## src/rtl/uart_rx.sv

```systemverilog
// 8N1 UART receiver: two-flop input synchronizer, mid-bit sampling FSM,
// one-cycle VALID/FERR strobes and a held DOUT register.
module uart_rx #(
  parameter int unsigned Fclk = 50_000_000,
  parameter int unsigned Baud = 115_200
) (
  input  logic       CLK,
  input  logic       RST,
  input  logic       RXD,
  output logic [7:0] DOUT,
  output logic       VALID,
  output logic       FERR,
  output logic       BUSY
);

  localparam int unsigned Div  = Fclk / Baud;
  localparam int unsigned Half = Div / 2;
  localparam int unsigned CntW = (Div > 1) ? $clog2(Div) : 1;

  typedef enum logic [2:0] {
    StIdle,
    StStart,
    StData,
    StStop,
    StWaitIdle
  } state_e;

  state_e          state_q;
  logic [CntW-1:0] cnt_q;
  logic [2:0]      idx_q;
  logic [7:0]      shift_q;
  logic [7:0]      dout_q;
  logic            valid_q;
  logic            ferr_q;
  logic            busy_q;

  logic            rx_meta_q;
  logic            rx_sync_q;

  logic            half_done;
  logic            bit_done;

  // RXD is asynchronous; both flops reset to the idle (high) line level.
  always_ff @(posedge CLK or negedge RST) begin
    if (!RST) begin
      rx_meta_q <= 1'b1;
      rx_sync_q <= 1'b1;
    end else begin
      rx_meta_q <= RXD;
      rx_sync_q <= rx_meta_q;
    end
  end

  assign half_done = (cnt_q == CntW'(Half - 1));
  assign bit_done  = (cnt_q == CntW'(Div - 1));

  always_ff @(posedge CLK or negedge RST) begin
    if (!RST) begin
      state_q <= StIdle;
      cnt_q   <= '0;
      idx_q   <= '0;
      shift_q <= '0;
      dout_q  <= '0;
      valid_q <= 1'b0;
      ferr_q  <= 1'b0;
      busy_q  <= 1'b0;
    end else begin
      valid_q <= 1'b0;
      ferr_q  <= 1'b0;
      unique case (state_q)
        StIdle: begin
          if (!rx_sync_q) begin
            cnt_q   <= '0;
            busy_q  <= 1'b1;
            state_q <= StStart;
          end
        end
        StStart: begin
          if (half_done) begin
            cnt_q <= '0;
            if (!rx_sync_q) begin
              idx_q   <= '0;
              state_q <= StData;
            end else begin
              // Line went back high before mid-start: treat as a glitch.
              busy_q  <= 1'b0;
              state_q <= StIdle;
            end
          end else begin
            cnt_q <= cnt_q + CntW'(1);
          end
        end
        StData: begin
          if (bit_done) begin
            cnt_q          <= '0;
            shift_q[idx_q] <= rx_sync_q;
            if (idx_q == 3'd7) begin
              state_q <= StStop;
            end else begin
              idx_q <= idx_q + 3'd1;
            end
          end else begin
            cnt_q <= cnt_q + CntW'(1);
          end
        end
        StStop: begin
          if (bit_done) begin
            cnt_q  <= '0;
            busy_q <= 1'b0;
            // Re-arm at the stop-bit midpoint so back-to-back frames are not lost.
            if (rx_sync_q) begin
              dout_q  <= shift_q;
              valid_q <= 1'b1;
              state_q <= StIdle;
            end else begin
              ferr_q  <= 1'b1;
              state_q <= StWaitIdle;
            end
          end else begin
            cnt_q <= cnt_q + CntW'(1);
          end
        end
        StWaitIdle: begin
          // A held-low break must not restart reception until the line recovers.
          if (rx_sync_q) begin
            state_q <= StIdle;
          end
        end
        default: begin
          busy_q  <= 1'b0;
          state_q <= StIdle;
        end
      endcase
    end
  end

  assign DOUT  = dout_q;
  assign VALID = valid_q;
  assign FERR  = ferr_q;
  assign BUSY  = busy_q;

  always_ff @(posedge CLK) begin
    if (RST) begin
      assert (!(valid_q && ferr_q))
        else $error("uart_rx: VALID and FERR asserted together");
    end
  end

endmodule

```

## config.mk

```make
export PLATFORM = sky130hd
export DESIGN_NAME = uart_rx
export DESIGN_NICKNAME = d
export VERILOG_FILES = /design/src/rtl/uart_rx.sv
export SDC_FILE = /design/constraint.sdc
export NUM_CORES = 1
export LEC_CHECK = 0
export CAP_MARGIN = 5
export CORE_MARGIN = 3
export CORE_UTILIZATION = 52
export DETAILED_ROUTE_END_ITERATION = 8
export HOLD_SLACK_MARGIN = 0.02
export PLACE_DENSITY = 0.75
export SLEW_MARGIN = 10
export SYNTH_ARGS = -nofsm -noshare
export SYNTH_HDL_FRONTEND = slang
export SYNTH_SLANG_ARGS = --single-unit
```

## constraint.sdc

```tcl
create_clock -name CLK -period 1.9 [get_ports CLK]
set_input_delay 0.38 -clock CLK [delete_from_list [all_inputs] [get_ports CLK]]
set_output_delay 0.38 -clock CLK [all_outputs]
set_load 0.01 [all_outputs]
```

; ---- After elaboration in Yosys (flattened, before gate mapping)
; Cells that the tools add are included.
[totals]
regBits = 36
[op_classes]
bitwise = 1
reduce_logical = 12
addsub = 2
magnitude_cmp = 2
mux = 32
eq_ne = 16
[op_table]
columns = op, n
row1 = 2-to-1 mux 3 bit, 11
row2 = 2-to-1 mux 9 bit, 3
row3 = case mux 9 bit (3 select lines), 1
row4 = "inequality test 2 bit, second input constant", 9
row5 = case mux 3 bit (5 select lines), 1
row6 = 2-to-1 mux 1 bit, 11
row7 = AND reduction 5 bit, 2
row8 = "adder 9 x 1 -> 9 bit, second input constant", 1
row9 = "equality test 9 x 8 -> 1 bit, second input constant", 1
row10 = "equality test 9 bit, second input constant", 1
row11 = bitwise mux 8 bit, 1
row12 = "equality test 3 x 2 -> 1 bit, second input constant", 2
row13 = "equality test 3 bit, second input constant", 2
row14 = case mux 3 bit (2 select lines), 1
row15 = AND reduction 6 bit, 1
row16 = "< comparator 3 x 4 -> 1 bit, second input constant", 1
row17 = case mux 1 bit (4 select lines), 1
row18 = AND reduction 2 bit, 2
row19 = OR reduction 2 bit, 2
row20 = "adder 3 x 1 -> 3 bit, second input constant", 1
row21 = demux 1 bit (select 3 bit), 1
row22 = "equality test 3 x 1 -> 1 bit, second input constant", 1
row23 = ">= comparator 3 x 1 -> 1 bit, second input constant", 1
row24 = logical NOT 3 bit, 1
row25 = 6 further kinds, 6

; ---- Longest topological paths before layout
[depth]
depth_word = 5
mapped_depth = 6

; ---- Least setup slack after synthesis
; Ideal clock, no wire load.
[synth_timing]
kind = flip-flop to flip-flop
from = reg idx_q[0]
to = reg idx_q[0]
t_required_ns = 1.769
arrival_time_ns = 1.879
setup_slack_ns = -0.111
stages_incl_launch_ff = 7
synth_period_minus_slack_ns = 2.011
cell_sequence = dfrtp_1 -> ha_1 -> ha_1 -> or3b_2 -> a21oi_2 -> a21boi_1 -> or3_1
[synth_between]
elab_chain_len = 4
word_cells_on_any_way = 7
classes_between = 1 x add/sub / 2 x eq/ne / 3 x mux / 1 x reduce/logical
[synth_rtl]
columns = element, line
row1 = "start, declared", 30  ; logic [2:0] idx_q;
row2 = "start signal, assigned", 100  ; idx_q <= idx_q + 3'd1;
row3 = adder 3 x 1 -> 3 bit, 100
row4 = 2-to-1 mux 3 bit, 97  ; if (idx_q == 3'd7) begin
row5 = 2-to-1 mux 3 bit, 94  ; if (bit_done) begin
row6 = case mux 3 bit (2 select lines), 70  ; unique case (state_q)
; Several ways; a longest one is shown, not always the timed one. The select of a mux whose other input is x is not followed.
; A chain may end at the register's enable or synchronous reset.

; ---- Worst setup path after layout
; Same ends and word-level chain as after synthesis.

==> run metrics <==
min-delay src rx_meta_q; global-route wire length before repair between 7 and 8 mm; worst slack at placement 33.24 ps; ranking of synthesized cells by area dfrtp_1 43%, mux2_2 9.1%, nand2_1 3.2%, ha_1 3.1%, dfstp_2 2.6%; Design Area, Final approximately 2400 um^2; hold path cells 0; Worst-Skew Late Latency 290 ps; Hold Crit Class reg -> reg; I/O pin count 14; fin cells 266; dpl cells roughly 260; Tcrit/Tclk final 96.78%; worst r2r dst idx_q[0]; crit-path cells ha_2 -> ha_1 -> or3b_4 -> a21oi_4 -> a21boi_1 -> or3_1; CP Depth 6; Via Count between 1500 and 2000; maximum fanout along the worst path 2; max-slew violation count 0; Detailed Place HPWL 3.149 mm; Main synth FF type dfrtp_1; vias in the first global route 1600; Critical path buffers and inverters 0; total CTS buffers 5; Final nets 227; Final Worst Setup Slack just over 60 ps; Post-synth top cells 34 x dfrtp_1, 17 x nand2_1, 16 x mux2_2; cell taking the most area after synthesis dfrtp_1; Detail Route Antenna Nets 0; CP top delay family simple AND/OR/NAND/NOR gates; Via-to-Cell Ratio 5.966; CP required around 2100 ps; Congestion Overflow GR 0; Seq/Total Area, Yosys a little under half; Peak supply drop 0.4303 mV; beginning of the worst register-to-register path idx_q[0]; Core ar. 3495 um^2; Critical Path AT 2010 ps; DRT Pass-1 Iters 4; Die Wd 67.82 um; yosys warns 0; clock sinks 36; number of flops mapped to enable cells by yosys 0; root buf cell clkbuf_8; normalized max-slew margin 67.88%; Layout area overhead 20.59%; die footprint 4599 um^2; drt total wl 4.218 mm; Clock Pin Slew Worst Setup and Hold Paths 80 ps; synthesized cell area approximately 2000 um^2; Final Skew around 2 ps; Initial Utilization 56.86%; initial antenna violation count 0; die height 67.82 um; GP Congestion 0.8334; Final min period 1839 ps; fraction of layout cells with a size suffix above 1 28.64%; Synth top area share 42.82%; Synth Register Bits 36; # port buffers 13; DRC violations left 0; clock buffer depth 2; Final Setup Violations 0; Power Total around 1.4 mW; Fillers 276; flop-to-flop setup slack 60 ps; H-tree levels 2; Synth Instances 191; Placement Cell Area around 2300 um^2; Synth async-reset ratio 100.0%; Worst Hold Path EP rx_sync_q; fmax 543.8 MHz; largest net degree at the start of global routing 37; Pleak around 1 nW; TritonCTS clock tree built; Fin. Hold Viols 0; CP max-delay cell dfrtp_1; Setup crit start kind register; crit path kind reg -> reg; slowest stage delay, CP 390 ps; cts hold-fix bufs 0; cells on worst reg2reg path 6; RSZ-0062 raised after global routing yes; Worst Setup End Kind register; Tightest Pin Transition 481.8 ps; Initial DRC Count 91; Post-Syn Nets about 200; gr usage total 21.78%; count of cell types in the netlist 50; count leader, synth dfrtp_1; average instance area after synthesis 10.40 um^2; TNS Setup 0 ps; row cnt 21; Power Density 567.5 nW/um^2; WL/cell 15.86 um; status finished clean; Max Cap Viol 0; Antenna diodes 0
## layout make-up
cell class,count,area [um^2],area share (%)
Multi-Input combinational cell,139,1039,43.34
Sequential cell,36,903.4,37.70
Timing Repair Buffer,31,281.5,11.75
Clock buffer,5,68.82,2.872
Tap cell,46,57.56,2.402
Clock inverter,3,23.77,0.9922
Inverter,6,22.52,0.9399
## layout by cell type, fill, tap and decap left out, types with 3 or more instances in the layout
cell type        synthesis  final
nor4_1                   4      3
nor2_1                  13     13
o2bb2ai_1                3      3
clkbuf_8                 0      5
and4b_1                  3      3
buf_4                    2     16
nor3_1                   6      5
clkdlybuf4s50_1          0     13
ha_1                     5      3
o211ai_1                 5      5
a21oi_1                  7      7
nand2b_1                 5      5
nand3_1                 10      9
nand2_1                 17     17
inv_1                    6      5
dfrtp_1                 34     34
mux2_2                  16     16
o21ai_0                  7      7
## stage by stage
step           util [%]  hold slack [ps]
6_report          68.56            358.0
5_1_grt           68.56            362.7
3_3_place_gp      64.48            347.2
2_1_floorplan         -            84.41
4_1_cts           67.13            358.4
3_5_place_dp      64.48            346.9
## routing by layer
metal / share of wire, % / track usage (%)
met1: 43 / 26.56
met2: 50 / 36.70
met3: 4.5 / 6.240
met4: 1.7 / 7.940
met5: 0 / 0
## registers in the layout, indices dropped and copies added (netlist names)
| register | count |
|---|---|
| cnt_q | 9 |
| DOUT | 8 |
| shift_q | 8 |
| idx_q | 3 |
| state_q | 3 |
| BUSY | 1 |
| FERR | 1 |
| VALID | 1 |
| rx_meta_q | 1 |
| rx_sync_q | 1 |
## cell families after synthesis
kind of cell,count (synthesis),synth area share (%)
DFF,36,45.47
adders and majority gates,5,3.149
and+or+nand+nor,78,23.17
AOI/OAI and AO/OA,40,15.05
muxes,16,9.068
buffers and inverters,16,4.093
## power by group
group	leakage (nW)	switching (mW)	internal (mW)
registers	0.476	0.00137	0.770
clock network	0.0404	0.296	0.259
logic	0.488	0.0225	0.0105
total	1.00	0.320	1.04
## worst max-delay path by stage
stage,from,to
6_report,idx_q[0],idx_q[0]
5_1_grt,cnt_q[1],cnt_q[6]
4_1_cts,cnt_q[1],cnt_q[7]
2_1_floorplan,idx_q[0],idx_q[0]
3_3_place_gp,cnt_q[1],cnt_q[7]
3_5_place_dp,cnt_q[1],cnt_q[7]
## timing repair
action                     in CTS  in global routing
setup endpoints to repair       0                 13
setup buffers                   0                  2
resized for setup               0                  9
Power figures use the tool's default switching activity.
